File: src/rtl/jtframe_neptuno_segajoy.sv
// Sega 3/6-button DB9 scan sequencer for both Neptuno joystick ports.
// Define JTFRAME_SEGA6_EN for the 8-phase 6-button scan; otherwise phases 0..3 only.
module jtframe_neptuno_segajoy #(
  parameter int unsigned CLK_KHZ    = 48000,
  parameter int unsigned STEP_US    = 10,
  parameter int unsigned IDLE_STEPS = 200
) (
  input  logic        clk,
  input  logic        rst_n,
  input  logic        en,
  input  logic [5:0]  joy1_bus,
  input  logic [5:0]  joy2_bus,
  output logic        joy_select,
  output logic [11:0] joy1,
  output logic [11:0] joy2,
  output logic [1:0]  pad6,
  output logic        valid
);

  localparam int unsigned STEP_CYC = CLK_KHZ * STEP_US / 1000;
  localparam int unsigned CNT_W    = $clog2(STEP_CYC + 1);
  localparam int unsigned IDLE_W   = $clog2(IDLE_STEPS + 1);
  localparam logic [CNT_W-1:0]  CNT_LAST  = CNT_W'(STEP_CYC - 1);
  localparam logic [IDLE_W-1:0] IDLE_LAST = IDLE_W'(IDLE_STEPS - 1);

  typedef enum logic [2:0] {
    PH0 = 3'd0, PH1 = 3'd1, PH2 = 3'd2, PH3 = 3'd3,
    PH4 = 3'd4, PH5 = 3'd5, PH6 = 3'd6, PH7 = 3'd7
  } phase_t;

`ifdef JTFRAME_SEGA6_EN
  localparam phase_t PH_LAST = PH7;
`else
  localparam phase_t PH_LAST = PH3;
`endif

  typedef struct packed {
    logic [3:0] dpad;     // {up, down, left, right} in output-word order
    logic       a;
    logic       b;
    logic       c;
    logic       st;
    logic       present;
`ifdef JTFRAME_SEGA6_EN
    logic       six;
    logic [3:0] xyzm;     // {mode, z, y, x} in output-word order
`endif
  } shadow_t;

  // Bus synchronizers
  logic [5:0] j1_meta_q, j1_sync_q, j2_meta_q, j2_sync_q;

  always_ff @(posedge clk or negedge rst_n) begin
    if (!rst_n) begin
      j1_meta_q <= '1;
      j1_sync_q <= '1;
      j2_meta_q <= '1;
      j2_sync_q <= '1;
    end else begin
      j1_meta_q <= joy1_bus;
      j1_sync_q <= j1_meta_q;
      j2_meta_q <= joy2_bus;
      j2_sync_q <= j2_meta_q;
    end
  end

  logic [1:0][5:0] bus_s;
  assign bus_s[0] = j1_sync_q;
  assign bus_s[1] = j2_sync_q;

  // Prescaler, idle counter and phase state
  logic [CNT_W-1:0]  cnt_q, cnt_d;
  logic [IDLE_W-1:0] idle_q, idle_d;
  phase_t            ph_q, ph_d;
  logic              tick, last_idle, start, commit;

  assign tick      = (cnt_q == CNT_LAST);
  assign last_idle = (ph_q == PH0) && tick && (idle_q == IDLE_LAST);
  assign start     = last_idle && en;
  assign commit    = (ph_q == PH_LAST) && tick;

  always_comb begin
    cnt_d  = tick ? '0 : cnt_q + 1'b1;
    idle_d = idle_q;
    ph_d   = ph_q;
    case (ph_q)
      PH0: begin
        if (tick) idle_d = last_idle ? '0 : idle_q + 1'b1;
        if (start) ph_d = PH1;
      end
      default: begin
        if (tick) ph_d = (ph_q == PH_LAST) ? PH0 : phase_t'(ph_q + 3'd1);
      end
    endcase
  end

  always_ff @(posedge clk or negedge rst_n) begin
    if (!rst_n) begin
      cnt_q  <= '0;
      idle_q <= '0;
      ph_q   <= PH0;
    end else begin
      cnt_q  <= cnt_d;
      idle_q <= idle_d;
      ph_q   <= ph_d;
    end
  end

  // Select is a pure decode of the phase register so reset forces it high at once
  assign joy_select = ~ph_q[0];

  // Shadow capture
  shadow_t [1:0] sh_q, sh_d;

  always_comb begin
    sh_d = sh_q;
    for (int unsigned p = 0; p < 2; p++) begin
      if (tick) begin
        case (ph_q)
          PH0: if (start) begin
            sh_d[p].dpad = ~{bus_s[p][0], bus_s[p][1], bus_s[p][2], bus_s[p][3]};
            sh_d[p].b    = ~bus_s[p][4];
            sh_d[p].c    = ~bus_s[p][5];
          end
          PH1: begin
            sh_d[p].present = (bus_s[p][3:2] == 2'b00);
            sh_d[p].a       = ~bus_s[p][4];
            sh_d[p].st      = ~bus_s[p][5];
          end
`ifdef JTFRAME_SEGA6_EN
          PH5: sh_d[p].six  = (bus_s[p][3:0] == 4'b0000);
          PH6: sh_d[p].xyzm = ~{bus_s[p][3], bus_s[p][0], bus_s[p][1], bus_s[p][2]};
`endif
          default: ;
        endcase
      end
    end
  end

  always_ff @(posedge clk or negedge rst_n) begin
    if (!rst_n) sh_q <= '0;
    else        sh_q <= sh_d;
  end

  function automatic logic [11:0] word_of(input shadow_t s);
    logic [11:0] w;
    w = '0;
    if (s.present) begin
      w[7:0] = {s.st, s.c, s.b, s.a, s.dpad};
`ifdef JTFRAME_SEGA6_EN
      if (s.six) w[11:8] = s.xyzm;
`endif
    end
    return w;
  endfunction

  function automatic logic is_six(input shadow_t s);
`ifdef JTFRAME_SEGA6_EN
    return s.present & s.six;
`else
    return 1'b0 & s.present;
`endif
  endfunction

  // Committed outputs
  logic [11:0] joy1_q, joy2_q;
  logic [1:0]  pad6_q;
  logic        valid_q;

  always_ff @(posedge clk or negedge rst_n) begin
    if (!rst_n) begin
      joy1_q  <= '0;
      joy2_q  <= '0;
      pad6_q  <= '0;
      valid_q <= 1'b0;
    end else begin
      valid_q <= commit;
      if (commit) begin
        joy1_q <= word_of(sh_q[0]);
        joy2_q <= word_of(sh_q[1]);
        pad6_q <= {is_six(sh_q[1]), is_six(sh_q[0])};
      end
    end
  end

  assign joy1  = joy1_q;
  assign joy2  = joy2_q;
  assign pad6  = pad6_q;
  assign valid = valid_q;

endmodule
File: config.mk
export PLATFORM = sky130hd
export DESIGN_NAME = jtframe_neptuno_segajoy
export DESIGN_NICKNAME = d
export VERILOG_FILES = /design/src/rtl/jtframe_neptuno_segajoy.sv
export SDC_FILE = /design/constraint.sdc
export NUM_CORES = 1
export LEC_CHECK = 0
export CAP_MARGIN = 10
export CORE_ASPECT_RATIO = 1.5
export CORE_MARGIN = 4
export CORE_UTILIZATION = 45
export CTS_CLUSTER_SIZE = 8
export DETAILED_ROUTE_END_ITERATION = 8
export PLACE_DENSITY = 0.67
export RECOVER_POWER = 50
export SLEW_MARGIN = 20
export SYNTH_ARGS = -nofsm -noshare
export SYNTH_HDL_FRONTEND = slang
export SYNTH_SLANG_ARGS = --single-unit
File: constraint.sdc
create_clock -name clk -period 1.75 [get_ports clk]
set_clock_uncertainty 0.15 [all_clocks]
set_input_delay 0.35 -clock clk [delete_from_list [all_inputs] [get_ports clk]]
set_output_delay 0.35 -clock clk [all_outputs]
set_load 0.1 [all_outputs]
==> impl_metrics.py, run 1 <==
metrics = {
    "status": {
        "outcome": "finished with violations",
        "violations": "setup timing",
    },
    "finish": {
        "diodes": 0,
        "final_util_pct": 63.33,
        "areaGrowthSynthToFinish_pct": 37.02,
        "final_cells": 424,
        "drive_above_1_share_pct": 34.39,
        "fin_nets": 361,
    },
    "grt": {
        "grt_pass1_vias": 2099,
        "grt_pass1_wl_mm": 9.466,
        "antenna_found_initial": 0,
        "overflow": 0,
        "grt_usage_pct": 14.32,
        "grt_start_max_net_pins": 38,
    },
    "yosys": {
        "postSynthAreaPerCell_um2": 11.91,
        "synth_area_leaders": "dfrtp_1 (43%), dfstp_2 (20%), mux2i_1 (5.1%), nand2_1 (4.9%), o21ai_0 (3.2%)",
        "netlist_top_cells_count": "dfrtp_1 (55), nand2_1 (41), dfstp_2 (24), inv_1 (22), o21ai_0 (20)",
        "synth_simple_gate_area_share_pct": 14.38,
        "netlist_area_mm2": 0.003167,
        "synth_top_family_by_area": "simple AND/OR/NAND/NOR gates",
        "synth_edf_count": 0,
        "synth_flop_cell": "dfrtp_1",
        "async_flop_share_pct": 100.0,
        "synth_seq_cells": 79,
        "ys_warn_count": 0,
        "synth.yosys.seq_area_share_pct": 63.37,
        "yosysMostFrequentCell": "dfrtp_1",
        "synthXorXnorAreaFrac_pct": 2.489,
        "synth_fa_ha_area_share_pct": 1.976,
        "yosysTopAreaCell": "dfrtp_1",
        "muxShareOfSynthArea_pct": 6.006,
        "synth_top_area_share_pct": 43.46,
        "synth_cell_types": 41,
        "postSynthCellCount": 266,
        "synth_compound_area_share_pct": 5.215,
    },
    "setup_path": {
        "setup.worst_path.end": "joy1[6]$_DFFE_PN0P_",
        "crit_required_ns": 1.84,
        "criticalPathCategory": "flip-flop to flip-flop",
        "critPathMaxFanout": 17,
        "startpoint": "cnt_q[1]$_DFF_PN0_",
        "r2r_slack_ns": -0.02,
        "cp-end-kind": "flip-flop",
        "regToRegStartpoint": "cnt_q[1]$_DFF_PN0_",
        "rr_worst_depth": 8,
        "rr_endpoint": "joy1[6]$_DFFE_PN0P_",
        "cp.arrival_ns": 1.85,
        "cp-start-kind": "flip-flop",
    },
    "hold_path": {
        "whs_path_depth": 0,
        "hold_start": "j1_meta_q[5]$_DFF_PN1_",
        "hold_path_class": "flip-flop to flip-flop",
    },
    "sta": {
        "period_share_pct": 101.0,
        "relSlewSlack_pct": 62.92,
        "hold_viol": 0,
        "rsz0062_at_grt": "yes",
        "min_period_ns": 1.768,
        "worstMarginPinSlew_ns": 0.5562,
        "max_freq_mhz": 565.6,
        "fin_ws_ns": -0.01809,
        "slew_viol_final": 0,
        "setup_viol": 10,
    },
    "pwr": {
        "vdd.ir_drop.worst_v": 0.0004244,
        "p_leak_nw": 1.976,
        "finalPower_mw": 3.421,
        "power_density_mw_per_mm2": 788.3,
    },
    "routing": {
        "wl_mm": 5.969,
        "drc": 0,
        "viasPerCell": 4.856,
        "final_antenna_net_count": 0,
        "vias": 2059,
        "dr.pass1.iters": 4,
        "wl_per_cell_um": 14.08,
        "drt_first_iter_violations": 161,
    },
    "clock_network": {
        "clock_sinks": 79,
        "clkLatencyLatePin_ns": 0.35,
        "cts_made_buffers": 9,
        "clkTransAtPathRegs_ns": 0.08,
        "cts-root-buf": "clkbuf_8",
        "cts_tree": "done",
        "htreeDepth": 3,
        "cts.path.max_buffers": 2,
    },
    "floorplanning": {
        "coreArea_mm2": 0.006852,
        "fp.dieW_um": 76.50,
        "num_rows": 37,
        "start_util_pct": 46.22,
        "die_h_um": 110.7,
        "num_io_pins": 43,
        "dieArea_mm2": 0.008471,
    },
    "placed_design": {
        "gp_congestion": 0.7751,
        "place_inst": 395,
        "port_buffers": 32,
        "hpwl_mm": 4.054,
    },
    "run": {
        "drv_cap": 0,
    },
}
layer usage:
| metal | vias to the layer above | track usage, % | part of all wire, % |
|---|---|---|---|
| met1 | 1002 | 15.03 | 38 |
| met5 | - | 0 | 0 |
| met2 | 40 | 25.48 | 56 |
| li1 | 1007 | - | - |
| met4 | 0 | 7.618 | 2.4 |
| met3 | 10 | 4.146 | 3.2 |
how the worst min path moves through the flow:
stage	endpoint	slack, ns
after detailed placement	cnt_q[2]$_DFF_PN0_	0.12
after global routing	j1_sync_q[5]$_DFF_PN1_	0.20
after floorplan	cnt_q[0]$_DFF_PN0_	-0.1
after global placement	cnt_q[4]$_DFF_PN0_	0.11
after CTS	j1_sync_q[5]$_DFF_PN1_	0.20
final	j1_sync_q[5]$_DFF_PN1_	0.20
timing repair:
| action | in CTS | in global routing |
|---|---|---|
| cloned | 0 | 3 |
| pin swaps | 3 | 5 |
| endpoints found under the setup margin | 28 | 40 |
| hold buffers | 1 | 0 |
| hold endpoints to repair | 12 | 0 |
| gates resized for setup | 4 | 16 |
| setup buffers | 2 | 7 |
cells by family (layout without fill, tap and decap cells):
family          count (synthesis)  after routing
flops                          79             79
xor+xnor                        9              9
buf+inv                        39            110
other cells                     1             10
compound gates                 30             30
mux                            18             18
simple gates                   85             85
fa+ha+maj                       5              5
stage by stage:
stage / setup WS, ns / hold WS [ns] / cell area, µm² / setup TNS [ns]
finish: -0.01809 / 0.2025 / 4339 / -0.1128
floorplan: -0.4094 / -0.09559 / 3248 / -5.967
detailed placement: -0.05077 / 0.1192 / 3959 / -0.4165
global route: -0.09182 / 0.2025 / 4339 / -2.110
global placement: 0.001639 / 0.1128 / 3959 / 0
CTS: -0.02155 / 0.2025 / 4200 / -0.07078
critical path: stages, from the launching register on:
cell      delay (ns)
dfrtp_1         0.40
ha_4            0.18
and4_4          0.25
buf_4           0.12
nand4b_1        0.11
buf_6           0.16
buf_12          0.14
nand2_1         0.06
o21ai_0         0.08
placed cells by master (no fill, tap or decap), types with 2 or more instances in the layout:
master / count
mux2i_1: 16
clkbuf_8: 11
ha_1: 3
nand2_2: 2
clkinv_2: 2
nand4_1: 4
nand3_1: 7
and2_1: 4
buf_4: 31
inv_1: 20
o21ai_2: 2
nand2_1: 39
dfrtp_1: 55
xor2_1: 4
or3_1: 2
xnor2_1: 5
o21ai_0: 12
nand4b_1: 2
o21ai_1: 9
clkinvlp_4: 2
and4_1: 2
nor3_1: 2
ha_4: 2
conb_1: 10
mux2_4: 2
dlygate4sd3_1: 13
clkbuf_16: 2
buf_12: 20
nor2_1: 9
dfstp_2: 24
buf_6: 4
area by class of cell:
cell class                      instances  area, µm²
Clock buffer                           11      151.4
Inverter                               22      86.33
Clock inverter                          5      56.30
Sequential cell                        79       2007
Tap cell                               78      97.59
Fill cell                             537       2512
Multi-Input combinational cell        157       1067
Timing Repair Buffer                   72      873.3
flip-flops by register name (all words and copies together), names as in the netlist:
register   cells
ph_q           3
valid          1
j1_meta_q      6
cnt_q          9
j2_meta_q      6
j2_sync_q      6
idle_q         8
joy2           8
sh_q          18
joy1           8
j1_sync_q      6
report_power, final:
group / switching [mW] / internal, mW / total (mW) / leakage (nW)
registers: 0.0112 / 1.87 / 1.89 / 0.933
clock network: 0.642 / 0.734 / 1.38 / 0.105
logic: 0.133 / 0.0263 / 0.159 / 0.937
total: 0.786 / 2.63 / 3.42 / 1.98
(Power assumes the default switching activity.)
==> inputs of run 2 (changes only) <==
--- a/config.mk
+++ b/config.mk
@@ -7,7 +7,7 @@
 export LEC_CHECK = 0
 export CAP_MARGIN = 10
 export CORE_ASPECT_RATIO = 1.5
-export CORE_MARGIN = 4
+export CORE_MARGIN = 8
 export CORE_UTILIZATION = 45
 export CTS_CLUSTER_SIZE = 8
 export DETAILED_ROUTE_END_ITERATION = 8
==> run 2 against run 1 <==
Effect of this change:
- the run still ends with setup timing left
- combinational power is essentially flat
- via count is 0.53% lower
- first-iteration DRC count is 55% lower
- die area grew 18%
- core utilization fell by 1.2 points
- total power down 2.0%
==> impl_metrics.py, run 2 (synthesis results as in run 1) <==
metrics = {
    "floorplanning": {
        "num_io_pins": 43,
        "start_util_pct": 46.22,
        "dieArea_mm2": 0.01003,
        "coreArea_mm2": 0.006852,
        "num_rows": 37,
        "die_h_um": 118.7,
        "fp.dieW_um": 84.50,
    },
    "hold_path": {
        "hold_start": "j1_meta_q[0]$_DFF_PN1_",
        "hold_path_class": "flip-flop to flip-flop",
        "min_to": "j1_sync_q[0]$_DFF_PN1_",
        "whs_path_depth": 0,
    },
    "setup_path": {
        "cp.arrival_ns": 1.86,
        "regToRegStartpoint": "cnt_q[1]$_DFF_PN0_",
        "rr_worst_depth": 5,
        "cp-end-kind": "flip-flop",
        "cp-start-kind": "flip-flop",
        "r2r_slack_ns": -0.02,
        "criticalPathCategory": "flip-flop to flip-flop",
        "rr_endpoint": "sh_q[0]$_DFFE_PN0P_",
        "critPathMaxFanout": 4,
        "crit_required_ns": 1.84,
    },
    "placed_design": {
        "place_area_mm2": 0.003974,
        "place_inst": 397,
        "port_buffers": 32,
        "dp_slack_ns": -0.04374,
        "gp_congestion": 0.7800,
        "hpwl_mm": 4.014,
    },
    "pwr": {
        "pwr-share-seq_pct": 56.3,
        "switching_share_pct": 22.50,
        "p_leak_nw": 1.915,
        "power_density_mw_per_mm2": 788.0,
        "pwr-share-clk_pct": 39.0,
        "switchingPower_mw": 0.7544,
        "vdd.ir_drop.worst_v": 0.0004130,
        "p_int_mw": 2.598,
        "finalPower_mw": 3.352,
        "comb_power_share_pct": 4.7,
    },
    "finish": {
        "fin_nets": 357,
        "seqCellArea_mm2": 0.002007,
        "layout_common_cells": "dfrtp_1 (55), nand2_1 (41), buf_4 (31)",
        "postLayoutCellArea_mm2": 0.004254,
        "largest_reg_flops": 18,
        "final_cells": 420,
        "largest_registers": "sh_q: 18 flops, cnt_q: 9 flops",
        "num-fill-cells": 563,
        "final_common_cell": "dfrtp_1",
        "multi_input_comb_area_mm2": 0.001055,
        "largest-register": "sh_q",
        "diodes": 0,
        "areaGrowthSynthToFinish_pct": 34.33,
        "drive_above_1_share_pct": 32.16,
    },
    "clock_network": {
        "cts_made_buffers": 9,
        "clkTransAtPathRegs_ns": 0.07,
        "htreeDepth": 3,
        "cts.path.max_buffers": 2,
        "clkLatencyLatePin_ns": 0.35,
        "clock_sinks": 79,
        "cts-root-buf": "clkbuf_8",
        "cts_tree": "done",
    },
    "grt": {
        "grt_usage_pct": 12.39,
        "grt_pass1_vias": 2196,
        "grt_start_max_net_pins": 80,
        "overflow": 0,
        "antenna_found_initial": 0,
        "grt_pass1_wl_mm": 9.867,
    },
    "routing": {
        "final_antenna_net_count": 0,
        "wl_per_cell_um": 13.81,
        "wl_mm": 5.802,
        "dr.pass1.iters": 4,
        "viasPerCell": 4.876,
        "drc": 0,
        "vias": 2048,
        "drt_first_iter_violations": 72,
    },
    "status": {
        "outcome": "finished with violations",
        "violations": "setup timing",
    },
    "sta": {
        "worstMarginPinSlew_ns": 0.9284,
        "period_share_pct": 101.0,
        "max_freq_mhz": 566.0,
        "min_period_ns": 1.767,
        "setup_viol": 2,
        "slew_viol_final": 0,
        "hold_viol": 0,
        "tns_ns": -0.03341,
        "relSlewSlack_pct": 38.10,
        "rsz0062_at_grt": "yes",
        "fin_ws_ns": -0.01680,
    },
    "run": {
        "drv_cap": 0,
    },
}
==> run 2: worst max-delay path by stage <==
stage | startpoint | endpoint | slack [ns] | cells past startpoint
floorplan | ph_q[0]$_DFFE_PN0P_ | sh_q[11]$_DFFE_PN0P_ | -0.41 | 8
detailed placement | cnt_q[1]$_DFF_PN0_ | sh_q[4]$_DFFE_PN0P_ | -0.04 | 6
global route | cnt_q[5]$_DFF_PN0_ | sh_q[2]$_DFFE_PN0P_ | -0.10 | 5
global placement | cnt_q[1]$_DFF_PN0_ | sh_q[0]$_DFFE_PN0P_ | -0.002 | 5
finish | cnt_q[1]$_DFF_PN0_ | sh_q[0]$_DFFE_PN0P_ | -0.02 | 5
CTS | cnt_q[0]$_DFF_PN0_ | sh_q[4]$_DFFE_PN0P_ | -0.003 | 6
==> run 2: area by class of cell <==
class	instances	share of cell area, %
tap	78	2.294
inverter	22	2.029
multi-input combinational	157	24.79
clock inverter	3	1.000
sequential	79	47.18
clock buffer	13	3.500
timing repair buffer	68	19.21
==> run 2: metrics by stage <==
step	hold slack (ns)	util, %
2_1_floorplan	-0.09559	-
3_3_place_gp	0.1958	58.00
3_5_place_dp	0.1970	58.00
4_1_cts	0.2028	61.23
5_1_grt	0.2090	62.09
6_report	0.2011	62.09
==> run 2: power groups by stage <==
stage | Combinational (mW) | Sequential (mW) | Clock, mW
final | 0.157 | 1.89 | 1.31
after global routing | 0.168 | 1.89 | 1.41
after CTS | 0.170 | 1.89 | 1.35
after detailed placement | 0.168 | 1.92 | 0
after global placement | 0.167 | 1.92 | 0
after floorplan | 0.112 | 1.92 | 0
==> run 2: routing by layer <==
metal	vias to the layer above	GRT usage, %	share of wire (%)
met3	15	3.606	4.1
met1	1005	12.56	38
met4	0	8.063	3.0
met2	30	21.56	55
met5	-	0	0
li1	998	-	-
==> run 2: what timing repair did <==
action | in CTS | in global routing
hold buffers | 1 | 0
buffers inserted | 2 | 3
gates resized for setup | 1 | 8
cloned | 0 | 1
pin swaps | 2 | 5
hold endpoints to repair | 55 | 0
endpoints found under the setup margin | 11 | 32
==> run 2: critical path: stages, from the launching register on <==
cell and delay (ns):
dfrtp_1 0.39, ha_4 0.17, and4_4 0.24, nand2_4 0.05
nor3b_4 0.32, mux2_4 0.33
